$ cat config.mk
export PLATFORM = sky130hd
export DESIGN_NAME = switch_debounce
export DESIGN_NICKNAME = d
export VERILOG_FILES = /design/src/rtl/switch_debounce_pkg.sv /design/src/rtl/switch_debounce_chan.sv /design/src/rtl/switch_debounce.sv
export SDC_FILE = /design/constraint.sdc
export NUM_CORES = 1
export LEC_CHECK = 0
export ABC_CLOCK_PERIOD_IN_PS = 5250
export CORE_UTILIZATION = 45
export DETAILED_ROUTE_END_ITERATION = 6
export PLACE_DENSITY = 0.67
export SYNTH_ARGS = -nofsm -noshare
export SYNTH_HDL_FRONTEND = slang
export SYNTH_HIERARCHICAL = 1
export SYNTH_SLANG_ARGS = --single-unit
$ cat constraint.sdc
create_clock -name clk_sys_i -period 5.25 [get_ports clk_sys_i]
set_input_delay 1.575 -clock clk_sys_i [delete_from_list [all_inputs] [get_ports clk_sys_i]]
set_output_delay 1.575 -clock clk_sys_i [all_outputs]
set_load 0.02 [all_outputs]
$ cat src/rtl/switch_debounce_pkg.sv
// Shared constants for the board-input debouncer: channel map into the GPIO input bus
// and a width helper for the internal counters.
package switch_debounce_pkg;

    localparam int unsigned DebounceWidth = 16;

    localparam int unsigned DB_NAV_BASE = 0;
    localparam int unsigned DB_NAV_BITS = 5;
    localparam int unsigned DB_USR_BASE = 5;
    localparam int unsigned DB_USR_BITS = 8;
    localparam int unsigned DB_SEL_BASE = 13;
    localparam int unsigned DB_SEL_BITS = 3;

    // Bits needed to hold the range 0..max_val, never less than one.
    function automatic int unsigned cnt_width(input int unsigned max_val);
        return (max_val < 2) ? 1 : $clog2(max_val + 1);
    endfunction

endpackage

$ cat src/rtl/switch_debounce_chan.sv
// One debounce channel: counts consecutive sample ticks on which the synchronised input
// disagrees with the settled level, and flips the level once the count completes.
module switch_debounce_chan
    import switch_debounce_pkg::*;
#(
    parameter int unsigned StableSamples = 8,
    parameter logic        ResetVal      = 1'b0
) (
    input  logic clk_i,
    input  logic rst_ni,
    input  logic sync_i,
    input  logic tick_i,
    output logic sw_o,
    output logic rise_o,
    output logic fall_o,
    output logic flip_o
);

    localparam int unsigned CntW = cnt_width(StableSamples);

    logic [CntW-1:0] cnt_q;

    // Combinational look-ahead of the flip, so the parent can register its event flag
    // in the same cycle the pulses appear.
    assign flip_o = (sync_i != sw_o) && tick_i && (cnt_q == CntW'(StableSamples - 1));

    always_ff @(posedge clk_i) begin
        if (!rst_ni) begin
            cnt_q  <= '0;
            sw_o   <= ResetVal;
            rise_o <= 1'b0;
            fall_o <= 1'b0;
        end else begin
            rise_o <= 1'b0;
            fall_o <= 1'b0;
            if (sync_i == sw_o) begin
                cnt_q <= '0;
            end else if (tick_i) begin
                if (flip_o) begin
                    cnt_q  <= '0;
                    sw_o   <= sync_i;
                    rise_o <= sync_i;
                    fall_o <= ~sync_i;
                end else begin
                    cnt_q <= cnt_q + 1'b1;
                end
            end
        end
    end

endmodule

$ cat src/rtl/switch_debounce.sv
// Board-input debouncer: optional per-pin inversion, 2-FF synchroniser, shared sample-tick
// divider, per-channel stability filters and a sticky change flag.
module switch_debounce
    import switch_debounce_pkg::*;
#(
    parameter int unsigned      Width         = DebounceWidth,
    parameter int unsigned      SysClkFreq    = 40_000_000,
    parameter int unsigned      SampleHz      = 1_000,
    parameter int unsigned      StableSamples = 8,
    parameter logic [Width-1:0] InvertMask    = '1,
    parameter logic [Width-1:0] ResetVal      = '0
) (
    input  logic             clk_sys_i,
    input  logic             rst_sys_ni,
    input  logic             enable_i,
    input  logic [Width-1:0] raw_i,
    output logic [Width-1:0] sw_o,
    output logic [Width-1:0] rise_o,
    output logic [Width-1:0] fall_o,
    output logic             evt_o,
    input  logic             evt_clr_i
);

    localparam int unsigned TickDiv = SysClkFreq / SampleHz;
    localparam int unsigned DivW    = cnt_width(TickDiv - 1);

    logic [Width-1:0] meta_q;
    logic [Width-1:0] sync_q;
    logic [DivW-1:0]  div_q;
    logic             tick;
    logic [Width-1:0] flip;

    always_ff @(posedge clk_sys_i) begin
        if (!rst_sys_ni) begin
            meta_q <= ResetVal;
            sync_q <= ResetVal;
        end else begin
            meta_q <= raw_i ^ InvertMask;
            sync_q <= meta_q;
        end
    end

    assign tick = enable_i && (div_q == DivW'(TickDiv - 1));

    always_ff @(posedge clk_sys_i) begin
        if (!rst_sys_ni) begin
            div_q <= '0;
        end else if (enable_i) begin
            div_q <= tick ? '0 : div_q + 1'b1;
        end
    end

    for (genvar i = 0; i < Width; i++) begin : g_chan
        switch_debounce_chan #(
            .StableSamples(StableSamples),
            .ResetVal     (ResetVal[i])
        ) u_chan (
            .clk_i (clk_sys_i),
            .rst_ni(rst_sys_ni),
            .sync_i(sync_q[i]),
            .tick_i(tick),
            .sw_o  (sw_o[i]),
            .rise_o(rise_o[i]),
            .fall_o(fall_o[i]),
            .flip_o(flip[i])
        );
    end

    // Set takes priority over clear so a flip coinciding with a clear is not lost.
    always_ff @(posedge clk_sys_i) begin
        if (!rst_sys_ni) begin
            evt_o <= 1'b0;
        end else begin
            evt_o <= (evt_o & ~evt_clr_i) | (|flip);
        end
    end

    a_tick_div: assert property (@(posedge clk_sys_i) TickDiv >= 1);
    a_stable:   assert property (@(posedge clk_sys_i) StableSamples >= 1);
    a_excl:     assert property (@(posedge clk_sys_i) (rise_o & fall_o) == '0);

endmodule

Yosys cells after proc, flatten, opt, wreduce, memory -nomap -nowiden
Cells that the tools add are included.

Register bits after elaboration: 161. Input port bits: 20. Output and inout bits: 49. Word-level logic and storage cells: 287.

$add $sub $neg: 17. Eq/ne operators: 49. Muxes and demuxes: 17. Bitwise operators: 54. Reductions and logical operators: 82.

Operators by type and width (number): $add 4x1->4 const B (16); $eq 4x3->1 const B (16); $mux 4 (16); $reduce_or 4->1 (16); $not 1->1 (51); $reduce_and 3->1 (16); $logic_and 1x1->1 (33); $reduce_or 2->1 (16); $add 16x1->16 const B (1); $eq 1x1->1 (16); $eq 16x16->1 const B (1); $mux 16 (1); $ne 1x1->1 (16); $not 16->16 (1); $reduce_or 16->1 (1); $and 1x1->1 (1); $or 1x1->1 (1).

Depth between registers and ports, before layout
Depth after elaboration: 6. Mapped depth: 9. Gate-level depth less buffers: 9.

Hierarchy
Netlist, hierarchy kept.

Modules (own cells, without submodules): switch_debounce_chan (instances 16, cells each 29, area each 312.8 µm², sequential area each 140.1 µm²); switch_debounce (instances 1, cells each 160, area each 1626.6 µm², sequential area each 980.9 µm²).

Worst setup path before layout
Ideal clock, no wire load.

Path kind: input port to flip-flop. Start point: in enable_i. End point: reg evt_o. Library setup time: 0.075 ns. Arrival time: 5.277 ns. Required time: 5.175 ns. Path slack: -0.103 ns. Stages on the path: 8. Buffers on the path: 0. Cells stage by stage: nand4_2 -> nor2_1 -> and3_1 -> nand4b_4 -> nor2b_1 -> nor4_1 -> and3_1 -> a31oi_1.

Longest elaborated chain between the ends: 5. Elaborated cells between the ends (all ways): 35. Those cells by class: bitwise (1); reduce/logical (34).

RTL lines: from (decl) (RTL line switch_debounce.sv:15) `input logic enable_i,`; $logic_and 1x1->1 (RTL line switch_debounce.sv:43) `assign tick = enable_i && (div_q == DivW'(TickDiv - 1));`; net tick (RTL line switch_debounce.sv:30) `logic tick;`; $logic_and 1x1->1 (2 in series) (RTL line switch_debounce_chan.sv:25) `assign flip_o = (sync_i != sw_o) && tick_i && (cnt_q == CntW'(StableSamples - 1));`; net flip[1] (RTL line switch_debounce.sv:31) `logic [Width-1:0] flip;`; $reduce_or 16->1 (RTL line switch_debounce.sv:74) `evt_o <= (evt_o & ~evt_clr_i) | (|flip);`; $or 1x1->1 (RTL line switch_debounce.sv:74); to (signal assigned) (RTL line switch_debounce.sv:74); to (decl) (RTL line switch_debounce.sv:20) `output logic evt_o,`.

The timed path passes the listed nets, and every way through them passes these cells. A chain may end at the register's enable or synchronous reset.

Worst setup path after layout
Ends and elaborated chain as after synthesis.

==> metrics.md <==
| Metric | Value |
|---|---|
| Status | complete, no violations |
| Vias in the first global route | 4337 |
| Proportion of layout cells with a drive suffix above 1 | 0.1503 |
| Setup TNS | 0 ns |
| Ports | between 60 and 70 |
| Synth top area share | 0.4860 |
| Pre-CTS WS | 0.8062 ns |
| DR vias/cell | 4.926 |
| Crit. End Element | flop |
| DRC | 0 |
| CTS sink cnt | 161 |
| Initial drt markers | 195 |
| Unrepaired setup endpoints after global routing | false |
| Synthesized flop and latch total | ~160 |
| Top FF cell, synth | dfxtp_1 |
| Chip width | 123.4 µm |
| Global-route wire length before repair | 19760 µm |
| Rel. slew slack | 0.6224 |
| Final setup fails | 0 |
| Drt pass-1 iters | 4 |
| Power per cell area | 302.6 nW/µm² |
| Library cells used by synthesis | 32 |
| Sequential share of the synthesized area | 0.4860 |
| Rows | between 40 and 50 |
| Via count | ~4500 |
| Worst-path maximum fanout | 25 |
| Syn Area/Cell | 10.63 µm² |
| Worst skew pair latency | 0.42 ns |
| H-tree Lvls | 4 |
| EDFF count, synth | 0 |
| Fmax | approximately 250 MHz |
| Post-CTS Resized | 0 |
| Critical Path RT | 5.61 ns |
| GRT overflow | 0 |
| Synth Net Count | 661 |
| Post-Syn Area | approximately 6600 µm² |
| I/O Buffers | 68 |
| Max_cap viols | 0 |
| Post-DRT Antenna Nets | 0 |
| Arr. time, crit path | 4.40 ns |
| Post-Route WL | about 12000 µm |
| Total track usage | 0.1694 |
| Wire length per cell | 13.12 µm |
| Core area | 14150 µm² |
| Placed wire-length estimate | 8244 µm |
| Share of flip-flops with an asynchronous set or reset | 0 |
| Min cycle time layout | 4.042 ns |
| Synth area leader | dfxtp_1 |
| TritonCTS clock tree | built |
| WS Path Type | primary input to flop |
| Final Slew Violations | 0 |
| Setup WS post-layout | 1.208 ns |
| Number of fill cells | 1177 |
| Layout area overhead | 22.45% |
| Clock transition at path regs | 0.06 ns |
| Starting Density | 0.4687 |
| Gpl congestion | 0.7976 |
| Endpoints failing hold | 0 |
| Post-route clock period utilization | 0.7698 |
| Synth top area cells | dfxtp_1, xor2_1, nor3b_2, nor2_1, nand4b_4 |
| Clk_skew | roughly 0.0079 ns |
| Min-Delay Path Class | flop to flop |
| Root Driver | clkbuf_16 |
| Cells after Synth | 624 |
| Total CTS buffers | 17 |
| Most common cell in the netlist | dfxtp_1 |
| Slew @ Worst Pin | between 0.5 and 0.6 ns |
| Power Total | around 0.0025 W |
| Peak supply drop | 0.2612 mV |
| Post-CTS Setup Repair Bufs | 0 |
| Crit start category | primary input |
| Largest net degree at the start of global routing | 41 |
| Nets | 750 |
| Diode count | 0 |
| Static leakage | 3.536 nW |
| Max clock buf depth | 2 |
| Die area | 15230 µm² |
| Initial antenna violation count | 0 |
| Hold-fix buffers, CTS | 0 |
| Synth warn | 6 |
| Top post-synthesis cells by count | dfxtp_1, nor2_1, xor2_1 |
| Die height | 123.4 µm |
-- power by group --
| group | switching (W) | internal, W |
|---|---|---|
| Combinational | 0.0000296 | 0.0000270 |
| Sequential | 0.0000101 | 0.00123 |
| Clock | 0.000472 | 0.000684 |
-- worst max-delay path: stages --
cell and delay (ns):
clkdlybuf4s50_1 0.60, nand4_2 0.30, nor2_1 0.30, and3_4 0.45
buf_4 0.44, nand4b_4 0.18, nor2b_1 0.16, nor4_1 0.09
and3_1 0.15, a31oi_1 0.14
-- cell families (layout without fill, tap and decap cells) --
logic type | after synthesis | count (layout) | synth area share
buffers and inverters | 24 | 125 | 0.01490
adders and majority gates | 17 | 17 | 0.03207
DFF | 161 | 161 | 0.4860
and+or+nand+nor | 307 | 307 | 0.3117
muxes | 32 | 32 | 0.04830
AOI/OAI and AO/OA | 6 | 6 | 0.005282
xor gates and xnor gates | 77 | 77 | 0.1017
-- routing by layer --
layer | wire (µm) | global-route usage | part of all wire | vias to the layer above
met5 | 0 | 0 | 0 | -
met4 | 95 | 0.05798 | 0.0080 | 0
met3 | 495 | 0.06411 | 0.042 | 10
met2 | 5744 | 0.2835 | 0.48 | 78
met1 | 5540 | 0.1977 | 0.47 | 2094
li1 | - | - | - | 2276
-- layout by cell type (no fill, tap or decap), types with 2 or more instances in the layout --
master | Yosys | layout
and2_1 | 16 | 16
buf_4 | 0 | 7
clkbuf_1 | 3 | 2
clkbuf_16 | 0 | 17
clkbuf_8 | 0 | 3
clkdlybuf4s50_1 | 0 | 67
clkinv_2 | 0 | 3
clkinvlp_4 | 0 | 4
dfxtp_1 | 161 | 161
ha_1 | 17 | 17
inv_1 | 18 | 18
mux2i_1 | 32 | 32
nand2_1 | 37 | 37
nand3_1 | 20 | 20
nand3b_1 | 3 | 3
nand4_1 | 21 | 21
nand4b_4 | 16 | 16
nor2_1 | 106 | 106
nor2_2 | 4 | 4
nor2b_1 | 16 | 16
nor3_1 | 4 | 4
nor3b_2 | 32 | 32
nor4_1 | 10 | 10
o21ai_0 | 3 | 3
or2_4 | 16 | 16
xnor2_1 | 26 | 26
xor2_1 | 51 | 51
-- sequential cells by signal, summed over array words and instances, names as in the netlist --
register / cells
div_q: 16
g_chan.u_chan/sw_o: 16
g_chan.u_chan/fall_o: 16
meta_q: 16
evt_o: 1
g_chan.u_chan/rise_o: 16
sync_q: 16
g_chan.u_chan/cnt_q: 64
-- path summary, 6_finish.rpt --
kind | start | end | slack, ns | depth (start not counted)
max | enable_i | evt_o$_SDFF_PN0_ | 1.21 | 10
min | meta_q[13]$_SDFF_PN0_ | sync_q[13]$_SDFF_PN0_ | 0.43 | 1
max reg2reg | div_q[1]$_SDFFE_PN0P_ | evt_o$_SDFF_PN0_ | 2.52 | 10
min reg2reg | meta_q[13]$_SDFF_PN0_ | sync_q[13]$_SDFF_PN0_ | 0.43 | 1
-- per-stage QoR --
stage / area [µm²] / hold slack, ns / util / cells
final: 8120 / 0.4310 / 0.5739 / 905
after global routing: 8120 / 0.4484 / 0.5739 / 905
after CTS: 8120 / 0.4326 / 0.5739 / 905
after detailed placement: 7562 / 0.4115 / 0.5344 / 874
after global placement: 7562 / 0.4097 / 0.5344 / 874
after floorplan: 6633 / 0.4057 / - / 624
-- final cells by class --
cell class,count,area [µm²],area share
Clock buffer,22,474.2,0.05840
Clock inverter,9,83.83,0.01032
Inverter,19,71.32,0.008783
Multi-Input combinational cell,439,3314,0.4082
Sequential cell,161,3223,0.3969
Tap cell,180,225.2,0.02773
Timing Repair Buffer,75,728.2,0.08968
Note: power is estimated with default switching activity, not from simulation.
